### config.mk
export PLATFORM = sky130hd
export DESIGN_NAME = writeback_arbiter
export DESIGN_NICKNAME = d
export VERILOG_FILES = /design/src/rtl/writeback_arbiter.sv
export SDC_FILE = /design/constraint.sdc
export NUM_CORES = 1
export LEC_CHECK = 0
export CAP_MARGIN = 10
export CELL_PAD_IN_SITES_DETAIL_PLACEMENT = 0
export CELL_PAD_IN_SITES_GLOBAL_PLACEMENT = 1
export CORE_MARGIN = 2
export CORE_UTILIZATION = 38
export CTS_CLUSTER_DIAMETER = 60
export DETAILED_ROUTE_END_ITERATION = 10
export PLACE_DENSITY_LB_ADDON = 0.1
export SYNTH_ARGS = -nofsm -noshare
export SYNTH_HDL_FRONTEND = slang
export SYNTH_SLANG_ARGS = --single-unit
### constraint.sdc
create_clock -name clk -period 2.6 [get_ports clk]
set_input_delay 0.26 -clock clk [delete_from_list [all_inputs] [get_ports clk]]
set_output_delay 0.26 -clock clk [all_outputs]
set_load 0.05 [all_outputs]
### src/rtl/writeback_arbiter.sv
// Register-file writeback arbiter: merges ALU results and buffered load results
// onto a single write port, and tracks registers still awaiting a load write.
module writeback_arbiter #(
  parameter int ADDR_SIZE    = 5,
  parameter int WORD_SIZE    = 32,
  parameter int FIFO_DEPTH   = 2,
  parameter int STARVE_LIMIT = 4
) (
  input  logic                 clk,
  input  logic                 rst_n,
  input  logic                 alu_valid,
  input  logic [ADDR_SIZE-1:0] alu_addr,
  input  logic [WORD_SIZE-1:0] alu_data,
  output logic                 alu_stall,
  input  logic                 mem_valid,
  output logic                 mem_ready,
  input  logic [ADDR_SIZE-1:0] mem_addr,
  input  logic [WORD_SIZE-1:0] mem_data,
  input  logic                 iss_en,
  input  logic [ADDR_SIZE-1:0] iss_addr,
  input  logic [ADDR_SIZE-1:0] rs_addr,
  input  logic [ADDR_SIZE-1:0] rt_addr,
  output logic                 rs_pend,
  output logic                 rt_pend,
  output logic                 rd_en,
  output logic [ADDR_SIZE-1:0] rd_addr,
  output logic [WORD_SIZE-1:0] rd_data
);

  localparam int PTR_W    = (FIFO_DEPTH > 1) ? $clog2(FIFO_DEPTH) : 1;
  localparam int CNT_W    = $clog2(FIFO_DEPTH + 1);
  localparam int BLK_W    = $clog2(STARVE_LIMIT + 1);
  localparam int NUM_REGS = 1 << ADDR_SIZE;

  // Load-result FIFO storage; head is read combinationally so a pop can
  // be issued in the same cycle the arbiter decides.
  logic [ADDR_SIZE-1:0] fifo_addr_mem [FIFO_DEPTH];
  logic [WORD_SIZE-1:0] fifo_data_mem [FIFO_DEPTH];

  logic [PTR_W-1:0]     wr_ptr_reg, wr_ptr_next;
  logic [PTR_W-1:0]     rd_ptr_reg, rd_ptr_next;
  logic [CNT_W-1:0]     count_reg, count_next;
  logic                 fifo_empty;
  logic                 fifo_full;
  logic                 push;
  logic                 pop;
  logic                 alu_sel;
  logic                 fifo_write;
  logic [ADDR_SIZE-1:0] head_addr;
  logic [WORD_SIZE-1:0] head_data;

  logic                 rd_en_reg, rd_en_next;
  logic [ADDR_SIZE-1:0] rd_addr_reg, rd_addr_next;
  logic [WORD_SIZE-1:0] rd_data_reg, rd_data_next;
  logic                 from_fifo_reg, from_fifo_next;

  logic [BLK_W-1:0]     blocked_reg, blocked_next;
  logic                 alu_stall_reg, alu_stall_next;

  logic [NUM_REGS-1:0]  pending_reg, pending_next;

  assign fifo_empty = (count_reg == '0);
  assign fifo_full  = (count_reg == CNT_W'(FIFO_DEPTH));
  assign mem_ready  = ~fifo_full;
  assign push       = mem_valid & mem_ready;
  assign head_addr  = fifo_addr_mem[rd_ptr_reg];
  assign head_data  = fifo_data_mem[rd_ptr_reg];

  // Source selection and next write-port contents.
  always_comb begin
    alu_sel        = alu_valid && (alu_addr != '0);
    pop            = !alu_sel && !fifo_empty;
    fifo_write     = pop && (head_addr != '0);
    rd_en_next     = alu_sel || fifo_write;
    from_fifo_next = fifo_write;
    rd_addr_next   = rd_addr_reg;
    rd_data_next   = rd_data_reg;
    if (alu_sel) begin
      rd_addr_next = alu_addr;
      rd_data_next = alu_data;
    end else if (fifo_write) begin
      rd_addr_next = head_addr;
      rd_data_next = head_data;
    end
  end

  always_comb begin
    wr_ptr_next = wr_ptr_reg;
    rd_ptr_next = rd_ptr_reg;
    count_next  = count_reg;
    if (push) begin
      wr_ptr_next = wr_ptr_reg + PTR_W'(1);
    end
    if (pop) begin
      rd_ptr_next = rd_ptr_reg + PTR_W'(1);
    end
    case ({push, pop})
      2'b10:   count_next = count_reg + CNT_W'(1);
      2'b01:   count_next = count_reg - CNT_W'(1);
      default: count_next = count_reg;
    endcase
  end

  // Starvation tracking: counts cycles the ALU keeps a waiting load off the
  // port; any pop resets both the count and the stall request.
  always_comb begin
    blocked_next   = blocked_reg;
    alu_stall_next = alu_stall_reg;
    if (pop) begin
      blocked_next   = '0;
      alu_stall_next = 1'b0;
    end else begin
      if (blocked_reg == BLK_W'(STARVE_LIMIT)) begin
        alu_stall_next = 1'b1;
      end
      if (alu_sel && !fifo_empty && (blocked_reg != BLK_W'(STARVE_LIMIT))) begin
        blocked_next = blocked_reg + BLK_W'(1);
      end
    end
  end

  // Scoreboard: a new issue to the same register overrides the completing load.
  assign pending_next[0] = 1'b0;
  generate
    for (genvar gi = 1; gi < NUM_REGS; gi++) begin : g_pending
      logic set_bit;
      logic clr_bit;
      assign set_bit = iss_en && (iss_addr == ADDR_SIZE'(gi));
      assign clr_bit = rd_en_reg && from_fifo_reg && (rd_addr_reg == ADDR_SIZE'(gi));
      assign pending_next[gi] = set_bit | (pending_reg[gi] & ~clr_bit);
    end
  endgenerate

  always_ff @(posedge clk) begin
    if (push) begin
      fifo_addr_mem[wr_ptr_reg] <= mem_addr;
      fifo_data_mem[wr_ptr_reg] <= mem_data;
    end
  end

  always_ff @(posedge clk or negedge rst_n) begin
    if (!rst_n) begin
      wr_ptr_reg    <= '0;
      rd_ptr_reg    <= '0;
      count_reg     <= '0;
      rd_en_reg     <= 1'b0;
      rd_addr_reg   <= '0;
      rd_data_reg   <= '0;
      from_fifo_reg <= 1'b0;
      blocked_reg   <= '0;
      alu_stall_reg <= 1'b0;
      pending_reg   <= '0;
    end else begin
      wr_ptr_reg    <= wr_ptr_next;
      rd_ptr_reg    <= rd_ptr_next;
      count_reg     <= count_next;
      rd_en_reg     <= rd_en_next;
      rd_addr_reg   <= rd_addr_next;
      rd_data_reg   <= rd_data_next;
      from_fifo_reg <= from_fifo_next;
      blocked_reg   <= blocked_next;
      alu_stall_reg <= alu_stall_next;
      pending_reg   <= pending_next;
    end
  end

  assign rd_en     = rd_en_reg;
  assign rd_addr   = rd_addr_reg;
  assign rd_data   = rd_data_reg;
  assign alu_stall = alu_stall_reg;
  assign rs_pend   = pending_reg[rs_addr];
  assign rt_pend   = pending_reg[rt_addr];

endmodule
======== Yosys cells after proc, flatten, opt, wreduce, memory -nomap -nowiden ========
Memory sizes are Yosys's and may differ from the RTL's.
Cells that the tools add are included.
cells by class
  $add $sub $neg .......................... 5
  magnitude comparators ................... 2
  eq/ne operators ......................... 67
  multiplexer cells ....................... 15
  bitwise operators ....................... 95
  reductions and logical operators ........ 78
operator list
  kind                                                                           count
  5-bit equality test (second input constant)                                    32
  5-bit by 4-bit equality test with 1-bit output (second input constant)         16
  1-bit logical AND                                                              68
  32-bit 2-to-1 mux                                                              2
  5-bit by 3-bit equality test with 1-bit output (second input constant)         8
  1-bit bitwise AND                                                              32
  1-bit inverter                                                                 32
  1-bit OR                                                                       31
  5-bit by 2-bit equality test with 1-bit output (second input constant)         4
  5-bit by 6-bit less-than comparator with 1-bit output (second input constant)  2
  1-bit binary-select mux with 5-bit select                                      2
  5-bit by 1-bit equality test with 1-bit output (second input constant)         2
  5-bit 2-to-1 mux                                                               2
  5-bit nonzero test                                                             2
  2-bit nonzero test                                                             4
  1-bit 2-to-1 mux                                                               6
  3-bit 2-to-1 mux                                                               2
  2-bit equality test (second input constant)                                    2
  2-bit one-hot mux with 2 select lines                                          1
  3-bit by 1-bit adder with 3-bit output (second input constant)                 1
  3-bit equality test (second input constant)                                    1
  3-bit != test (second input constant)                                          1
  1-bit adder (second input constant)                                            2
  2-bit by 1-bit adder with 2-bit output (second input constant)                 1
  5 further kinds                                                                6
storage, ports and cells
  register bits ........................... 78
  bits in writable memories ............... 74
  output and inout bits ................... 42
  logic and storage cells ................. 274
  memories kept ........................... 2
memory list
  memory         words  bits a word  read ports  clocked after Yosys merged registers in  write ports  line  source
  fifo_data_mem  2      32           1           0                                        1            38    logic [WORD_SIZE-1:0] fifo_data_mem [FIFO_DEPTH];
  fifo_addr_mem  2      5            1           0                                        1            37    logic [ADDR_SIZE-1:0] fifo_addr_mem [FIFO_DEPTH];

======== Depth between registers and ports, before layout ========
Gate-level depths: netlist of the first run.
  depth after elaboration ................. 7
  depth in mapped cells ................... 8
  gate-level depth less buffers ........... 7

======== Least setup slack after synthesis of the first run ========
No wires, ideal clock.
  kind .................................... register to register
  start ................................... register count_reg[0]
  end ..................................... memory fifo_addr_mem[0][0] (enable)
  data arrival time ....................... 2.660 ns
  slack ................................... -0.491 ns
  cell stages (with the launch flop) ...... 4
  clock period less this slack ............ 3.091 ns
  path through ............................ dfrtp_1 -> nand2b_1 -> nand2_1 -> nor2_1
on the way
  longest elaborated chain between the ends .. 5
RTL lines
  element                                 line  source
  from (decl)                             42    logic [CNT_W-1:0] count_reg, count_next;
  from (signal assigned)                  156   count_reg <= count_next;
  2-bit equality test                     63    assign fifo_full = (count_reg == CNT_W'(FIFO_DEPTH));
  1-bit inverter                          64    assign mem_ready = ~fifo_full;
  via mem_ready                           16    output logic mem_ready,
  1-bit bitwise AND                       65    assign push = mem_valid & mem_ready;
  1-bit 2-to-1 mux                        135   if (push) begin
  1-bit 2-to-1 mux (not written as such)  136   fifo_addr_mem[wr_ptr_reg] <= mem_addr;
  to (decl)                               37
The timed path passes the listed nets, and every way through them passes these cells.

======== Worst setup path in the final report of the first run ========
  start ................................... input rs_addr[0]
  end ..................................... output rs_pend
on the way
  longest elaborated chain between the ends .. 2
RTL lines
  element                                    line  source
  from (decl)                                21    input logic [ADDR_SIZE-1:0] rs_addr,
  1-bit binary-select mux with 5-bit select  171   assign rs_pend = pending_reg[rs_addr];
  1-bit 2-to-1 mux (not written as such)     171
  to (decl)                                  23    output logic rs_pend,
Every way passes these cells. The select of a mux whose other input is x is not followed.

==> flow_summary.yaml, run 1 <==
synthesis:
  synth-async-reset-ratio_pct: 51.32
  synth_area_um2: 6914
  ys_types: 45
  yosysTopAreaCell: "edfxtp_1"
  syn_inst: 491
  synth_seq_area_share_pct: 60.37
  yosysTopAreaCellShare_pct: 32.14
  ys.flop_type: "dfrtp_1"
  netlist_top_cells_area: "edfxtp_1 (32%), dfrtp_1 (28%), mux2_2 (14%)"
  synth_nets: 588
  yosysWarningCount: 0
  synthTopCellsByCount: "mux2_2 (84), dfrtp_1 (78), edfxtp_1 (74), o21ai_0 (69), mux2i_1 (22)"
  synth_edf_count: 74
  yosysMostFrequentCell: "mux2_2"
  ys_seq_elements: 152
  avgSynthCellArea_um2: 14.08
cts:
  clock_path_buffers: 2
  numClockSinks: 152
  post_cts_buffers: 0
  htreeDepth: 4
  clkSlewWorstSetupHoldPaths_ns: 0.06
  clk_latency_ns: 0.41
  cts_made_buffers: 17
  root_buffer: "clkbuf_16"
  cts_tree: "done"
  cts_resized: 0
  hold_buffers: 1
drt:
  drc: 0
  postRouteAntennaNets: 0
  vias: 4542
  dr.first_iter.drc_count: 232
  first_pass_iters: 4
  drt-wirelength-per-cell_um: 19.08
  viasPerCell: 5.121
  wl_um: 16920
grt:
  first_global_vias: 4917
  grt_max_degree: 42
  grt_overflow: 0
  grt_antenna_before_repair: 2
  grt.total_usage_pct: 17.74
  grt_pass1_wl_um: 26590
sta:
  maxSlewViolCount: 0
  setup_viol: 0
  layout_setup_ws_ns: 0.2536
  fin_skew_ns: 0.006607
  hold_violations: 0
  finalCritPeriodShare_pct: 90.25
  worst_pin_slew_ns: 0.5550
  rsz0062_at_grt: "false"
  fin_crit_ns: 2.346
  fmax_mhz: 426.2
  final.setup.tns_ns: 0
  slew_headroom_pct: 62.88
floorplan:
  die_w_um: 138.9
  ioPinCount: 136
  die_y_um: 138.9
  fp-row-count: 49
  coreArea_um2: 17900
  fp.dieArea_um2: 19290
  initial_core_util_pct: 38.62
placed_design:
  place_area_um2: 8695
  dp_hpwl_um: 12320
  placedCellCount: 853
  place_ws_ns: 0.1214
  place_congestion: 0.8276
  io_buffers: 135
critical_path:
  critPathMaxFanout: 3
  reg2reg_depth: 5
  worstPathArrival_ns: 2.09
  worst-setup-path-type: "in -> out"
  critPathLaunchType: "input pin"
  end_kind: "primary output"
  cp.required_ns: 2.34
  cp_slowest_cell: "clkdlybuf4s50_1"
  r2r_slack_ns: 0.56
  critPathMaxStageDelay_ns: 0.56
  crit_chain: "clkdlybuf4s50_1 -> mux4_2 -> mux2_2 -> nand3b_1 -> nand4_1 -> buf_12"
cells_and_area:
  largest_reg_flops: 64
  drive_gt1_share_pct: 26.03
  syn_to_final_growth_pct: 33.79
  nets: 741
  design_area_um2: 9250
  finalNonFillerCells: 887
power:
  powerDensity_nw_per_um2: 1112
  total_leakage_power_nw: 3.481
  ir_drop_v: 0.0005953
run_status:
  outcome: "completed"
min_path:
  hp-class: "in -> async"
run:
  drv_cap: 0
cells in the final DEF, fill, tap and decap left out, drive strengths merged, types with 8 or more instances in the layout:
cell type	netlist	routed
nand3	13	13
mux2	103	103
a21oi	9	9
nor2b	8	8
dfrtp	78	78
buf	9	20
edfxtp	74	74
nand2	20	20
nand2b	11	11
nor2	14	14
mux2i	22	22
clkbuf	10	17
o21ai	71	71
inv	4	12
clkdlybuf4s50	0	132
cell type report:
type / count / area (um^2)
Fill cell: 1545 / 8652
Clock inverter: 15 / 117.6
Sequential cell: 152 / 4175
Multi-Input combinational cell: 316 / 2646
Inverter: 4 / 15.01
Tap cell: 229 / 286.5
Clock buffer: 17 / 425.4
Timing Repair Buffer: 153 / 1582
Antenna cell: 1 / 2.502
routing by layer:
metal  up-vias  global-route usage (%)  part of all wire, %  wire [um]
li1       2158                       -                    -          -
met4         2                   6.539                  2.0        333
met3        23                   5.421                  5.4        912
met1      2235                   21.47                   42       7192
met2       124                   30.02                   50       8470
met5         -                       0                0.077         13
power breakdown:
| part | leakage [nW] | total (mW) | internal (mW) | switching [mW] |
|---|---|---|---|---|
| sequential | 1.56 | 3.92 | 3.39 | 0.529 |
| combinational | 1.66 | 4.10 | 1.81 | 2.29 |
| clock | 0.260 | 2.26 | 1.24 | 1.02 |
worst paths after layout:
kind | startpoint | end
setup / recovery | rs_addr[0] | rs_pend
hold / removal | rst_n | rd_en
setup reg to reg | rd_ptr_reg | rd_data[14]
hold reg to reg | rd_data[3] | rd_data[3]
max in group asynchronous | rst_n | pending_reg[5]
min in group clk | mem_addr[2] | fifo_addr_mem[1][2]
metrics by stage:
stage	power [mW]	utilization (%)	hold WS (ns)
after floorplan	6.570	-	-0.03559
after global placement	8.020	48.57	0.2909
after detailed placement	8.106	48.57	0.2938
after CTS	10.40	51.66	0.3988
after global routing	10.81	51.67	0.4021
final	10.29	51.67	0.3890
critical path, delay by kind of cell:
family,cells,cell delay [ns]
mux,2,0.83
buf+inv,2,0.74
simple gates,2,0.24
cell families after synthesis:
kind of cell,count (synthesis),synth area share (%)
AND/OR/NAND/NOR,85,6.479
flip-flops,152,60.37
AO/OA/AOI/OAI,92,7.438
adder cells (fa/ha/maj),3,0.5429
XOR/XNOR,5,0.6335
multiplexers,131,22.95
buffers and inverters,23,1.593
(Power assumes the default switching activity.)
==> run 2, diff against run 1 <==
--- a/config.mk
+++ b/config.mk
@@ -5,7 +5,6 @@
 export SDC_FILE = /design/constraint.sdc
 export NUM_CORES = 1
 export LEC_CHECK = 0
-export CAP_MARGIN = 10
 export CELL_PAD_IN_SITES_DETAIL_PLACEMENT = 0
 export CELL_PAD_IN_SITES_GLOBAL_PLACEMENT = 1
 export CORE_MARGIN = 2
==> results of run 2 <==
No change in the layout: final DEF, timing and power equal those of run 1.
==> run 3, diff against run 2 <==
--- a/config.mk
+++ b/config.mk
@@ -11,7 +11,9 @@
 export CORE_UTILIZATION = 38
 export CTS_CLUSTER_DIAMETER = 60
 export DETAILED_ROUTE_END_ITERATION = 10
+export GPL_TIMING_DRIVEN = 1
 export PLACE_DENSITY_LB_ADDON = 0.1
+export RECOVER_POWER = 25
 export SYNTH_ARGS = -nofsm -noshare
 export SYNTH_HDL_FRONTEND = slang
 export SYNTH_SLANG_ARGS = --single-unit
==> constraint.sdc (replaced) <==
create_clock -name clk -period 2.6 [get_ports clk]
set_input_delay 0.26 -clock clk [delete_from_list [all_inputs] [get_ports clk]]
set_output_delay 0.26 -clock clk [all_outputs]
set_load 0.005 [all_outputs]
==> run 3 against run 2 <==
Core utilization increased by 0.31 points. Die area unchanged. Count of clock-buffer cells in the layout increased by 4. Cell area increased by 0.60%. Register-to-register slack improved by 0.18 ns. Clock skew increased by 0.0046 ns. Via count increased by 0.31%. Sequential power about the same. Critical path type is now reg -> out. Critical endpoint unchanged. Highest routed layer unchanged.
==> flow_summary.yaml, run 3 (synthesis gave the netlist of run 1 again) <==
run_status:
  outcome: "completed"
grt:
  grt_overflow: 0
  grt_antenna_before_repair: 7
  grtUsageMet3_pct: 5.559
  busiest_layer: "met2"
  grt_pass1_wl_um: 26460
  grt.total_usage_pct: 17.68
  use_met2_pct: 28.42
  grt_max_degree: 45
  gr-usage-met1_pct: 22.63
  first_global_vias: 4929
cts:
  root_buffer: "clkbuf_16"
  post_cts_buffers: 0
  numClockSinks: 152
  htreeDepth: 4
  clk_latency_ns: 0.42
  clock_path_buffers: 2
  clkSlewWorstSetupHoldPaths_ns: 0.06
  cts_tree: "done"
  cts_made_buffers: 17
drt:
  dr.first_iter.drc_count: 239
  vias: 4556
  drc: 0
  wl_um: 16520
  viasPerCell: 5.113
  postRouteAntennaNets: 0
  drt-wirelength-per-cell_um: 18.54
  first_pass_iters: 4
run:
  drv_cap: 0
power:
  pwr-share-comb_pct: 31.7
  switching_share_pct: 28.66
  p_switching_mw: 2.726
  p_seq_share_pct: 41.1
  total_leakage_power_nw: 3.523
  p_int_mw: 6.784
  clockPowerShare_pct: 27.2
  power.total_mw: 9.509
  powerDensity_nw_per_um2: 1022
  ir_drop_v: 0.0005326
sta:
  fin_crit_ns: 2.439
  slew_headroom_pct: 28.78
  maxSlewViolCount: 0
  fmax_mhz: 409.9
  final.setup.tns_ns: 0
  fin_skew_ns: 0.01116
  setup_viol: 0
  hold_violations: 0
  rsz0062_at_grt: "false"
  finalCritPeriodShare_pct: 93.82
  hold_slack_ns: 0.4912
  worst_pin_slew_ns: 1.068
cells_and_area:
  fill_cells: 1555
  syn_to_final_growth_pct: 34.58
  finalNonFillerCells: 891
  drive_gt1_share_pct: 25.27
  fin_util_pct: 51.98
  final_common_cell: "clkdlybuf4s50_1"
  nets: 741
  largest_reg_flops: 64
  mostFrequentLayoutCells: "clkdlybuf4s50_1 (95), mux2_2 (84), dfrtp_1 (77), edfxtp_1 (74), o21ai_0 (69)"
floorplan:
  initial_core_util_pct: 38.62
  ioPinCount: 136
  fp.dieArea_um2: 19290
  die_w_um: 138.9
  coreArea_um2: 17900
  fp-row-count: 49
  die_y_um: 138.9
placed_design:
  placedCellCount: 853
  place_congestion: 0.8337
  io_buffers: 135
  dp_hpwl_um: 11680
critical_path:
  critPathLaunchType: "flip-flop"
  worstPathArrival_ns: 2.18
  critPathMaxFanout: 3
  end_kind: "primary output"
  cp.required_ns: 2.34
  worst-setup-path-type: "reg -> out"
min_path:
  hp-class: "in -> reg"
[run 3: timing repair]
action                                  in CTS  in global routing
hold buffers                                 1                  0
gates resized for setup                      1                  1
hold endpoints to repair                    34                  0
endpoints found under the setup margin       1                  1
[run 3: final cells by class]
cell class	instances	area (um^2)	share of cell area, %
Multi-Input combinational cell	316	2646	28.44
Tap cell	229	286.5	3.079
Clock buffer	21	450.4	4.841
Inverter	4	15.01	0.1614
Timing Repair Buffer	153	1548	16.63
Clock inverter	11	171.4	1.842
Sequential cell	152	4175	44.87
Antenna cell	5	12.51	0.1345
[run 3: power by group through the flow]
stage	clock (mW)	sequential, mW	combinational, mW
final	2.59	3.91	3.02
after global routing	2.75	4.01	3.30
after CTS	2.65	3.91	3.09
after detailed placement	0	3.95	3.08
after global placement	0	3.92	3.03
after floorplan	0	3.80	1.78
[run 3: worst paths after layout]
kind | start | end | slack (ns) | cells after the start
setup / recovery | pending_reg[23] | rs_pend | 0.16 | 5
hold / removal | mem_data[3] | fifo_data_mem[0][3] | 0.49 | 1
setup reg to reg | rd_ptr_reg | rd_data[13] | 0.74 | 5
hold reg to reg | rd_data[1] | rd_data[1] | 0.51 | 1
max in group asynchronous | rst_n | rd_data[25] | 1.23 | 3
min in group asynchronous | rst_n | rd_data[31] | 0.58 | 2
[run 3: worst max-delay path: stages (launching register included)]
cell             delay [ns]
dfrtp_1                0.39
mux4_2                 0.46
mux2_2                 0.28
nand3b_1               0.09
nand4_1                0.09
clkdlybuf4s50_1        0.45
[run 3: per-layer routing]
metal / wire [um] / vias to the layer above
li1: - / 2164
met1: 7364 / 2228
met2: 7728 / 124
met3: 1001 / 36
met4: 399 / 4
met5: 24 / -
[run 3: through the flow]
stage | cell area, um^2 | setup WS, ns
final | 9305 | 0.1606
after global routing | 9303 | 0.06883
after detailed placement | 8662 | -0.03144
after CTS | 9293 | 0.06580
after global placement | 8662 | -0.01485
after floorplan | 6917 | 0.5429
